[config.mk]
export PLATFORM = sky130hd
export DESIGN_NAME = vga_mode_sequencer
export DESIGN_NICKNAME = d
export VERILOG_FILES = /design/src/rtl/vga_mode_sequencer.sv
export SDC_FILE = /design/constraint.sdc
export NUM_CORES = 1
export LEC_CHECK = 0
export ABC_AREA = 1
export CAP_MARGIN = 0
export CORE_MARGIN = 5
export CORE_UTILIZATION = 45
export DETAILED_ROUTE_END_ITERATION = 7
export PLACE_DENSITY = 0.62
export SYNTH_ARGS = -nofsm -noshare
export SYNTH_HDL_FRONTEND = slang
export SYNTH_SLANG_ARGS = --single-unit
[constraint.sdc]
create_clock -name clk -period 1.5 [get_ports clk]
set_input_delay 0.15 -clock clk [delete_from_list [all_inputs] [get_ports clk]]
set_output_delay 0.15 -clock clk [all_outputs]
set_load 0.02 [all_outputs]
[src/rtl/vga_mode_sequencer.sv]
// rtl/vga_mode_sequencer.sv - button debounce, frame-synchronous pattern/blank control and status LEDs
// Automatic pattern cycling is enabled by defining VGA_MODE_SEQ_AUTO_CYCLE_EN.
module vga_mode_sequencer #(
    parameter int DEBOUNCE_CYCLES = 1000000,
    parameter int NUM_PATTERNS    = 4,
    parameter int AUTO_FRAMES     = 120
) (
    input  logic       clk,
    input  logic       reset,
    input  logic       btn_next,
    input  logic       btn_prev,
    input  logic       btn_pause,
    input  logic       btn_blank,
    input  logic       v_sync,
    output logic [1:0] pattern_sel,
    output logic       blank,
    output logic       paused,
    output logic       pending,
    output logic [4:0] led
);
    localparam int              DB_W     = $clog2(DEBOUNCE_CYCLES + 1);
    localparam logic [DB_W-1:0] DB_LAST  = DB_W'(DEBOUNCE_CYCLES - 1);
    localparam logic [1:0]      PAT_LAST = 2'(NUM_PATTERNS - 1);

    localparam logic [1:0] ST_RUN   = 2'd0;
    localparam logic [1:0] ST_ARMED = 2'd1;
    localparam logic [1:0] ST_APPLY = 2'd2;

    localparam logic [1:0] DIR_NONE = 2'd0;
    localparam logic [1:0] DIR_NEXT = 2'd1;
    localparam logic [1:0] DIR_PREV = 2'd2;

    // Bit order: 0 next, 1 prev, 2 pause, 3 blank
    logic [3:0]            btn_raw;
    logic [3:0]            btn_s1_q, btn_s2_q, btn_lvl_q, btn_lvl_d, press_q, press_d;
    logic [3:0][DB_W-1:0]  db_cnt_q, db_cnt_d;
    logic                  vs_s1_q, vs_s2_q, vs_dly_q, fb_q;
    logic [1:0]            state_q, state_d, pattern_q, pattern_d;
    logic [1:0]            dir_q, dir_d, dir_raw;
    logic                  tog_q, tog_d, tog_raw;
    logic                  blank_q, blank_d, paused_q;
    logic                  auto_fire, enter_apply;

    assign btn_raw = {btn_blank, btn_pause, btn_prev, btn_next};

    function automatic logic [1:0] step_pattern(input logic [1:0] p, input logic [1:0] dir);
        step_pattern = p;
        if (dir == DIR_NEXT) begin
            step_pattern = (p == PAT_LAST) ? 2'd0 : p + 2'd1;
        end else if (dir == DIR_PREV) begin
            step_pattern = (p == 2'd0) ? PAT_LAST : p - 2'd1;
        end
    endfunction

    always_comb begin
        btn_lvl_d = btn_lvl_q;
        press_d   = '0;
        db_cnt_d  = '0;
        for (int i = 0; i < 4; i++) begin
            if (btn_s2_q[i] != btn_lvl_q[i]) begin
                if (db_cnt_q[i] == DB_LAST) begin
                    btn_lvl_d[i] = btn_s2_q[i];
                    press_d[i]   = btn_s2_q[i];
                end else begin
                    db_cnt_d[i] = db_cnt_q[i] + 1'b1;
                end
            end
        end
    end

    // Simultaneous next+prev is ignored; an opposite press cancels a pending step.
    always_comb begin
        dir_raw = dir_q;
        if (press_q[0] && !press_q[1]) begin
            dir_raw = (dir_q == DIR_PREV) ? DIR_NONE : DIR_NEXT;
        end else if (press_q[1] && !press_q[0]) begin
            dir_raw = (dir_q == DIR_NEXT) ? DIR_NONE : DIR_PREV;
        end
        tog_raw = tog_q ^ press_q[3];
    end

    always_comb begin
        state_d     = state_q;
        dir_d       = dir_raw;
        tog_d       = tog_raw;
        pattern_d   = pattern_q;
        blank_d     = blank_q;
        enter_apply = 1'b0;
        case (state_q)
            ST_RUN: begin
                if (dir_raw != DIR_NONE || tog_raw) begin
                    state_d = ST_ARMED;
                end else if (auto_fire) begin
                    state_d     = ST_APPLY;
                    enter_apply = 1'b1;
                    pattern_d   = step_pattern(pattern_q, DIR_NEXT);
                end
            end
            ST_ARMED: begin
                if (dir_raw == DIR_NONE && !tog_raw) begin
                    state_d = ST_RUN;
                end else if (fb_q) begin
                    state_d     = ST_APPLY;
                    enter_apply = 1'b1;
                    pattern_d   = step_pattern(pattern_q, dir_raw);
                    blank_d     = blank_q ^ tog_raw;
                    dir_d       = DIR_NONE;
                    tog_d       = 1'b0;
                end
            end
            default: state_d = ST_RUN;
        endcase
    end

`ifdef VGA_MODE_SEQ_AUTO_CYCLE_EN
    localparam int              FC_W    = $clog2(AUTO_FRAMES + 1);
    localparam logic [FC_W-1:0] FC_LAST = FC_W'(AUTO_FRAMES - 1);

    logic [FC_W-1:0] fc_q, fc_d;
    logic            auto_tick;

    assign auto_tick = fb_q && !paused_q && !blank_q && (state_q == ST_RUN);
    assign auto_fire = auto_tick && (fc_q == FC_LAST);

    // At the last count the counter clears even when a manual request pre-empts the step.
    always_comb begin
        fc_d = fc_q;
        if (enter_apply || (auto_tick && fc_q == FC_LAST)) begin
            fc_d = '0;
        end else if (auto_tick) begin
            fc_d = fc_q + 1'b1;
        end
    end

    always_ff @(posedge clk) begin
        if (reset) begin
            fc_q <= '0;
        end else begin
            fc_q <= fc_d;
        end
    end
`else
    assign auto_fire = 1'b0 & (AUTO_FRAMES > 0);
`endif

    always_ff @(posedge clk) begin
        if (reset) begin
            btn_s1_q  <= '0;
            btn_s2_q  <= '0;
            btn_lvl_q <= '0;
            press_q   <= '0;
            db_cnt_q  <= '0;
            vs_s1_q   <= 1'b1;
            vs_s2_q   <= 1'b1;
            vs_dly_q  <= 1'b1;
            fb_q      <= 1'b0;
            state_q   <= ST_RUN;
            pattern_q <= 2'd0;
            dir_q     <= DIR_NONE;
            tog_q     <= 1'b0;
            blank_q   <= 1'b0;
            paused_q  <= 1'b0;
        end else begin
            btn_s1_q  <= btn_raw;
            btn_s2_q  <= btn_s1_q;
            btn_lvl_q <= btn_lvl_d;
            press_q   <= press_d;
            db_cnt_q  <= db_cnt_d;
            vs_s1_q   <= v_sync;
            vs_s2_q   <= vs_s1_q;
            vs_dly_q  <= vs_s2_q;
            fb_q      <= vs_dly_q & ~vs_s2_q;
            state_q   <= state_d;
            pattern_q <= pattern_d;
            dir_q     <= dir_d;
            tog_q     <= tog_d;
            blank_q   <= blank_d;
            paused_q  <= paused_q ^ press_q[2];
        end
    end

    assign pattern_sel = pattern_q;
    assign blank       = blank_q;
    assign paused      = paused_q;
    assign pending     = (state_q == ST_ARMED);
    assign led         = {paused_q, pattern_q == 2'd3, pattern_q == 2'd2,
                          pattern_q == 2'd1, pattern_q == 2'd0};
endmodule
==> flow_summary.toml, run 1 <==
[outcome]
outcome = "finished, violations left"
violations = "setup timing"

[synthesis]
synth_xor_xnor_area_share_pct = 5.66
yosysMostFrequentCell = "nand2_1"
ys_types = 34
ys_ff_latch = 109
synthMuxAreaShare_pct = 0
synth_top_family_by_area = "simple AND/OR/NAND/NOR gates"
yosysSeqAreaShare_pct = 40.3
syn_area_per_cell_um2 = 6.88
synth_top_area_share_pct = 40.3
ys_top_cells_by_area = "dfxtp_1 (40%), nand2_1 (13%), nor2_1 (12%), inv_1 (5.8%), nand3_1 (4.7%)"
ys.flop_type = "dfxtp_1"
synthAdderAreaFrac_pct = 2.31
synth_common_cells = "nand2_1 (182), nor2_1 (172), dfxtp_1 (109)"
netlist_area_um2 = 5420
synthSimpleGateAreaFrac_pct = 39.2
synthesis.nets = 805
synth_edf_count = 0
synthCells = 788
yosysWarningCount = 0
ys_async_sr_fraction_pct = 0
synth_compound_area_share_pct = 5.01
yosys.area.top_type = "dfxtp_1"

[sta]
hold_viol_final = 0
fin_skew_ns = 0.00848
setup_slack_ns = -0.00750
fmax_mhz = 663
setup_viol = 2
rsz0062_at_grt = "yes"
max_slew_margin_pct = 74.2
final_max_slew_viol_count = 0
fin_crit_sh_pct = 101
min_period_ns = 1.51
worst_pin_slew_ns = 0.386

[route]
drt-wirelength-per-cell_um = 10.9
drc_errors = 0
dr.pass1.iters = 4
drt-total-wl_um = 10600
antenna_left = 0
vias = 4734
first_iter_violations = 358
vias_per_cell = 4.89

[clock_tree]
cts_tree = "done"
htreeDepth = 3
clk_pin_slew_ns = 0.07
cts_root_buf = "clkbuf_16"
clock_latency_ns = 0.34
clockBufferDepth = 2
cts_num_sinks = 109
numCtsBuffers = 9
cts_setup_buffers = 0

[pwr]
powerDensity_nw_per_um2 = 834
irDropWorstVdd_v = 0.000448
p_leak_nw = 2.08

[worst_setup_path]
cp.required_ns = 1.76
cp-end-kind = "flop"
reg2regPathDepth = 8
startpoint_type = "flop"
reg2reg_from = "press_q[1]"
cp.arrival_ns = 1.77
regToRegSetupSlack_ns = -0.008
reg2reg_to = "pattern_sel[1]"
critPathKind = "flop to flop"
cp_max_fo = 4

[die]
die_y_um = 120
design.core.area_um2 = 11900
ios = 17
die_w_um = 120
fp-row-count = 40
initial_core_util_pct = 45.5
die_area_um2 = 14300

[placed_design]
post-place-ws_ns = -0.0563
io_buffers = 16
gp_congestion = 0.881
dpl-instance-area_um2 = 5830
dp_hpwl_um = 7750

[cells_and_area]
nets = 834
fillers = 1181
area_growth_pct = 15.0
postLayoutCellArea_um2 = 6230
drive_above_1_share_pct = 12.3
antenna_cells = 0

[global_route]
groute.usage.overall_pct = 15.1
grt_first_pass_wirelength_um = 18300
overflow = 0
grt_max_degree = 21
grt_pass1_vias = 4305
antenna_found_initial = 0

[min_path]
worstHoldStart = "btn_pause"
worstHoldPathType = "input port to flop"
holdPathEnd = "btn_s1_q[2]"
whs_path_depth = 3

[run]
cap_violations = 0
stage by stage:
step / setup TNS [ns] / power [mW] / cells / hold slack, ns / utilization [%]
detailed placement: -0.0725 / 3.08 / 952 / 0.396 / 48.9
global route: -0.249 / 5.42 / 969 / 0.346 / 52.3
global placement: -0.0354 / 3.08 / 952 / 0.391 / 48.9
floorplan: 0 / 3.04 / 788 / 0.254 / -
finish: -0.00803 / 5.20 / 969 / 0.324 / 52.3
CTS: 0 / 5.28 / 968 / 0.318 / 51.2
metal layers:
layer	global-route usage [%]	vias to the layer above	part of all wire, %	wire, um
li1	-	2517	-	-
met1	19.5	2141	48	5120
met2	25.0	63	47	4930
met3	2.69	13	3.4	360
met4	5.65	0	1.7	175
met5	0	-	0	0
timing repair:
action / CTS / global route
setup endpoints to repair: 11 / 87
hold buffers: 0 / 0
resized for setup: 16 / 38
pin swaps: 0 / 10
gates cloned: 0 / 1
how the worst max path moves through the flow:
stage | startpoint | end | slack [ns] | cells after the start
6_report | press_q[1] | pattern_sel[1] | -0.008 | 8
5_1_grt | press_q[1] | pattern_sel[0] | -0.11 | 9
4_1_cts | pattern_sel[0] | led[0] | 0.005 | 3
3_5_place_dp | press_q[1] | pattern_sel[0] | -0.06 | 10
3_3_place_gp | press_q[1] | pattern_sel[0] | -0.04 | 10
2_1_floorplan | press_q[1] | pattern_sel[0] | 0.02 | 10
critical path: stages (launching register included):
cell	delay, ns
dfxtp_1	0.31
inv_1	0.05
or2_4	0.24
nor2_4	0.11
o21ai_2	0.08
ha_1	0.30
nand2_2	0.13
nor2_1	0.06
a211oi_1	0.15
layout by cell type (no fill, tap or decap), types with 14 or more instances in the layout:
cell,count
inv_1,82
xor2_1,16
nand4_1,16
xnor2_1,19
nand3_1,49
nand2_1,179
dfxtp_1,104
nor2_2,14
a21oi_1,36
nor2_1,166
state kept, by name, summed over array words and instances (netlist names), 2 cells and up:
name,flops
press_q,4
btn_s1_q,4
btn_lvl_q,4
db_cnt_q,80
state_q,2
btn_s2_q,4
pattern_sel,2
dir_q,2
where the power goes:
| group | switching [mW] | internal (mW) | total (mW) |
|---|---|---|---|
| registers | 0.00804 | 2.91 | 2.91 |
| logic | 0.0538 | 0.0490 | 0.103 |
| clock network | 1.06 | 1.12 | 2.18 |
area by class of cell:
type | instances | area [um^2] | area share (%)
repair buffers | 31 | 328 | 5.26
clock buffers | 10 | 229 | 3.67
well taps | 147 | 184 | 2.95
flip-flops and latches | 109 | 2190 | 35.2
clock inverters | 6 | 40.0 | 0.643
multi-input cells | 580 | 2940 | 47.1
inverters | 86 | 323 | 5.18
cells by family (layout without fill, tap and decap cells):
family,Yosys count,in the layout
AOI/OAI and AO/OA,52,52
adders and majority gates,10,10
buffers and inverters,99,133
xor gates and xnor gates,35,35
and+or+nand+nor,483,483
DFF,109,109
No activity file was read; power rests on OpenSTA's default activity.
==> run 2, diff against run 1 <==
CORE_MARGIN = unset   (was 5)
GPL_TIMING_DRIVEN = 0   (was unset)
==> run 2 against run 1 <==
Net effect: the flow now finishes without violations; routed wire length rose by 4.8%; setup slack improved by 0.036 ns; clock skew fell by 0.0027 ns; die area fell by 13%; critical endpoint unchanged; clock-buffer cell count rose by 1; via count rose by 0.63%; design area rose by 1.1%; combinational power fell by 9.8%; critical path depth did not move; sequential power barely moved; maximum frequency rose by 2.5%.
==> flow_summary.toml, run 2 (synthesis results as in run 1) <==
[cells_and_area]
final_common_cell = "nand2_1"
area_growth_pct = 16.3
antenna_cells = 0
largest_reg_flops = 80
utilization_pct = 54.5
nets = 834
drive_above_1_share_pct = 12.8
regMostFlops = "db_cnt_q"
layout_common_cells = "nand2_1 (178), nor2_1 (166), dfxtp_1 (101)"

[worst_setup_path]
cp.arrival_ns = 1.74
crit_path_max_incr_delay_ns = 0.31
worst_path_most_repeated_cell = "nor2_4"
critPathBufInv = 1
reg2reg_from = "press_q[1]"
cp_top_family = "simple AND/OR/NAND/NOR gates"
crit_cells = 8
cp-end-kind = "flop"
cp.required_ns = 1.77
startpoint_type = "flop"
cpMaxStageDelayCell = "dfxtp_1"
regToRegSetupSlack_ns = 0.03
cp_max_fo = 3
reg2reg_to = "pattern_sel[1]"
reg2regPathDepth = 8
crit_path_cell_trace = "inv_1 -> or2_4 -> nor2_4 -> o21ai_4 -> ha_4 -> xnor2_4 -> nor2_4 -> a211oi_2"
critPathKind = "flop to flop"

[pwr]
p_leak_nw = 2.09
p_sw_share_pct = 21.4
powerDensity_nw_per_um2 = 867
p_total_mw = 5.46
pwr-share-clk_pct = 44.9
switchingPower_mw = 1.17
irDropWorstVdd_v = 0.000723
p_seq_share_pct = 53.4
p_int_mw = 4.29
pwr-share-comb_pct = 1.7

[route]
vias = 4764
drt-total-wl_um = 11100
drc_errors = 0
first_iter_violations = 270
dr.pass1.iters = 5
vias_per_cell = 4.94
antenna_left = 0
drt-wirelength-per-cell_um = 11.5

[sta]
fin_skew_ns = 0.00581
max_slew_margin_pct = 65.1
fin_crit_sh_pct = 98.1
fmax_mhz = 680
setup_viol = 0
rsz0062_at_grt = "yes"
setup_slack_ns = 0.0286
min_period_ns = 1.47
final_max_slew_viol_count = 0
hold_viol_final = 0
worst_pin_slew_ns = 0.523
setup_tns_ns = 0

[global_route]
grt_max_degree = 18
antenna_found_initial = 0
overflow = 0
grt_pass1_vias = 4408
grt_first_pass_wirelength_um = 19100
groute.usage.overall_pct = 18.8

[clock_tree]
htreeDepth = 3
numCtsBuffers = 9
cts_root_buf = "clkbuf_16"
cts_tree = "done"
clock_latency_ns = 0.36
cts_num_sinks = 109
clk_pin_slew_ns = 0.07
cts_hold_buffers = 0
clockBufferDepth = 2

[placed_design]
post-place-ws_ns = -0.127
gp_congestion = 0.885
dp_hpwl_um = 8090
io_buffers = 16

[min_path]
whs_path_depth = 3
holdPathEnd = "btn_s1_q[2]"
worstHoldStart = "btn_pause"
worstHoldPathType = "input port to flop"

[run]
cap_violations = 0

[die]
design.core.area_um2 = 11600
die_area_um2 = 12500
fp-row-count = 39
die_w_um = 112
die_y_um = 112
initial_core_util_pct = 46.9
ios = 17

[outcome]
outcome = "complete, no violations"
run 2: worst register-to-register path, stage by stage, from the launching register on:
cell and delay, ns:
dfxtp_1 0.31, inv_1 0.04, or2_4 0.24, nor2_4 0.10, o21ai_4 0.09, ha_4 0.20
xnor2_4 0.18, nor2_4 0.04, a211oi_2 0.19
run 2: power groups by stage:
stage                     Sequential, mW  Clock, mW  Combinational, mW
after global routing                2.92       2.63              0.104
final                               2.91       2.45             0.0929
after global placement              2.98          0             0.0884
after detailed placement            2.98          0             0.0893
after floorplan                     2.98          0             0.0546
after CTS                           2.92       2.54             0.0910
run 2: area by class of cell:
type                    instances  area [um^2]
plain buffers                  13          108
clock buffers                  11          243
clock inverters                 5         60.1
fillers                      1140         5260
inverters                      86          323
multi-input cells             580         3030
flip-flops and latches        109         2200
well taps                     143          179
repair buffers                 18          160
run 2: metal layers:
| layer | up-vias | global-route usage [%] | share of wire, % |
|---|---|---|---|
| li1 | 2512 | - | - |
| met1 | 2184 | 23.4 | 48 |
| met2 | 58 | 31.8 | 48 |
| met3 | 10 | 5.12 | 3.7 |
| met4 | 0 | 5.86 | 1.1 |
| met5 | - | 0 | 0 |
run 2: worst max-delay path by stage:
| stage | start | endpoint |
|---|---|---|
| 2_1_floorplan | press_q[1] | pattern_sel[0] |
| 3_3_place_gp | press_q[1] | pattern_sel[0] |
| 3_5_place_dp | press_q[1] | pattern_sel[0] |
| 4_1_cts | press_q[1] | pattern_sel[0] |
| 5_1_grt | press_q[1] | pattern_sel[0] |
| 6_report | press_q[1] | pattern_sel[1] |
run 2: through the flow:
| step | instance area, um^2 | instances | hold slack, ns |
|---|---|---|---|
| 6_report | 6300 | 965 | 0.302 |
| 5_1_grt | 6300 | 965 | 0.310 |
| 4_1_cts | 6100 | 963 | 0.282 |
| 3_5_place_dp | 5760 | 947 | 0.392 |
| 3_3_place_gp | 5760 | 947 | 0.392 |
| 2_1_floorplan | 5420 | 788 | 0.254 |
run 2: repair_timing:
action / CTS / global route
buffers inserted: 0 / 2
resized for setup: 25 / 49
setup endpoints to repair: 74 / 88
pin swaps: 3 / 10
hold endpoints to repair: 0 / 0
gates cloned: 0 / 0
==> run 3, diff against run 2 <==
ABC_AREA = unset   (was 1)
==> run 3 against run 2 <==
Net effect: the flow now finishes with violations (setup timing); core utilization rose by 7.0 points; via count fell by 16%; clock power fell by 26%; critical path depth fell by 4; total power fell by 12%; non-clock buffer count rose by 40; critical endpoint is now btn_lvl_q[2]; largest cell class unchanged; largest power group unchanged; highest routed layer unchanged.
==> flow_summary.toml, run 3 <==
[run]
cap_violations = 0

[synthesis]
synthesis.nets = 557
synthSimpleGateAreaFrac_pct = 28.8
synthAdderAreaFrac_pct = 2.63
synth_edf_count = 0
ys_async_sr_fraction_pct = 0
ys_types = 48
yosysSeqAreaShare_pct = 45.8
synth_common_cells = "dfxtp_1 (109), nor2_1 (63), a21oi_1 (38)"
synth_compound_area_share_pct = 10.3
ys_ff_latch = 109
netlist_area_um2 = 4760
synth_top_area_share_pct = 45.8
synthCells = 540
yosysMostFrequentCell = "dfxtp_1"
yosysWarningCount = 0
syn_area_per_cell_um2 = 8.82
ys.flop_type = "dfxtp_1"
yosys.area.top_type = "dfxtp_1"
synth_top_family_by_area = "simple AND/OR/NAND/NOR gates"
ys_top_cells_by_area = "dfxtp_1 (46%), xnor2_1 (6.4%), nor2_1 (5.0%), a21oi_1 (4.0%), or3_1 (3.2%)"
synthMuxAreaShare_pct = 0
synth_xor_xnor_area_share_pct = 8.83

[die]
initial_core_util_pct = 46.3
die_y_um = 105
die_area_um2 = 11000
fp-row-count = 37
ios = 17
design.core.area_um2 = 10300
die_w_um = 105

[sta]
hold_viol_final = 0
setup_slack_ns = -0.426
setup_viol = 85
final_max_slew_viol_count = 0
fin_crit_sh_pct = 128
fmax_mhz = 519
rsz0062_at_grt = "yes"
max_slew_margin_pct = 58.0
min_period_ns = 1.93
fin_skew_ns = 0.0114
worst_pin_slew_ns = 0.630

[clock_tree]
clock_latency_ns = 0.39
clk_pin_slew_ns = 0.10
cts_root_buf = "clkbuf_8"
clockBufferDepth = 2
cts_tree = "done"
htreeDepth = 3
numCtsBuffers = 9
cts_num_sinks = 109

[global_route]
antenna_found_initial = 0
groute.usage.overall_pct = 19.0
grt_pass1_vias = 3764
grt_first_pass_wirelength_um = 17000
grt_max_degree = 19
overflow = 0

[worst_setup_path]
crit_path_max_incr_delay_ns = 0.57
cp_top_family = "simple AND/OR/NAND/NOR gates"
cp.arrival_ns = 2.25
critPathKind = "flop to flop"
cpMaxStageDelayCell = "or4_4"
crit_path_cell_trace = "or4bb_1 -> or4_4 -> or3_1 -> a21oi_2"
startpoint_type = "flop"
cp.required_ns = 1.83
cp_max_fo = 4
cp-end-kind = "flop"
critPathBufInv = 0

[cells_and_area]
regMostFlops = "db_cnt_q"
nets = 621
stdcell_count = 745
antenna_cells = 0
area_growth_pct = 32.7
final_common_cell = "dfxtp_1"
largest_reg_flops = 80
layout_common_cells = "dfxtp_1 (65), nor2_1 (41), xnor2_1 (33)"
drive_above_1_share_pct = 37.9

[placed_design]
placed_cells = 692
post-place-ws_ns = -0.532
gp_congestion = 0.774
io_buffers = 16
dp_hpwl_um = 6350

[pwr]
irDropWorstVdd_v = 0.000808
p_total_mw = 4.83
p_leak_nw = 1.94
powerDensity_nw_per_um2 = 764

[outcome]
violations = "setup timing"
outcome = "finished, violations left"

[route]
drt-wirelength-per-cell_um = 13.7
drt-total-wl_um = 10200
drc_errors = 0
dr.pass1.iters = 4
antenna_left = 0
vias_per_cell = 5.39
vias = 4013
first_iter_violations = 142

[min_path]
worstHoldPathType = "input port to flop"
run 3: cell types whose count changed after synthesis, sizes merged, moves of 16 or more:
cell | previous run | this run
o21ai | 11 | 27
or4 | 0 | 20
inv | 86 | 23
or3 | 0 | 25
nor2 | 190 | 63
xnor2 | 19 | 35
nand2 | 188 | 31
nand3 | 55 | 31
run 3: what timing repair did:
action	CTS	global route
pin swaps	21	31
gates cloned	3	1
endpoints found under the hold margin	0	0
hold buffers	0	0
setup endpoints to repair	98	97
buffers inserted	30	9
resized for setup	90	94
run 3: cell type report:
class,instances,area [um^2]
multi-input cells,390,2950
well taps,136,170
fillers,879,3960
plain buffers,13,119
repair buffers,58,524
clock buffers,10,128
flip-flops and latches,109,2270
clock inverters,6,71.3
inverters,23,86.3
run 3: routing by layer:
metal  global-route usage (%)  wire length, um  up-vias
li1                         -                -     2025
met1                     22.5             4620     1919
met2                     33.0             5080       49
met3                     4.93              310       20
met4                     7.04              162        0
met5                        0                0        -
run 3: cells by family (layout without fill, tap and decap cells):
| family | count (synthesis) | after routing |
|---|---|---|
| compound gates | 84 | 84 |
| flops | 109 | 109 |
| simple gates | 248 | 248 |
| buf+inv | 41 | 110 |
| fa+ha+maj | 10 | 10 |
| xor+xnor | 48 | 48 |
run 3: where the power goes:
| part | switching (mW) | internal, mW | total [mW] |
|---|---|---|---|
| registers | 0.0100 | 2.88 | 2.89 |
| logic | 0.0599 | 0.0568 | 0.117 |
| clock network | 1.03 | 0.788 | 1.82 |
| total | 1.10 | 3.73 | 4.83 |
run 3: per-stage QoR:
stage / cell area [um^2] / setup TNS [ns] / util (%) / hold WS (ns)
after CTS: 5950 / -21.50 / 57.9 / 0.295
after detailed placement: 5270 / -31.97 / 51.3 / 0.401
after global routing: 6320 / -26.41 / 61.5 / 0.294
after global placement: 5270 / -30.17 / 51.3 / 0.401
after floorplan: 4940 / -14.05 / - / 0.254
final: 6320 / -20.51 / 61.5 / 0.313
run 3: path summary, 6_finish.rpt:
kind	end	startpoint	slack [ns]	cells past startpoint
min reg2reg	fb_q	vs_dly_q	0.42	2
min	btn_s1_q[3]	btn_blank	0.31	2
max	btn_lvl_q[2]	db_cnt_q[47]	-0.43	4
max reg2reg	btn_lvl_q[2]	db_cnt_q[47]	-0.43	4
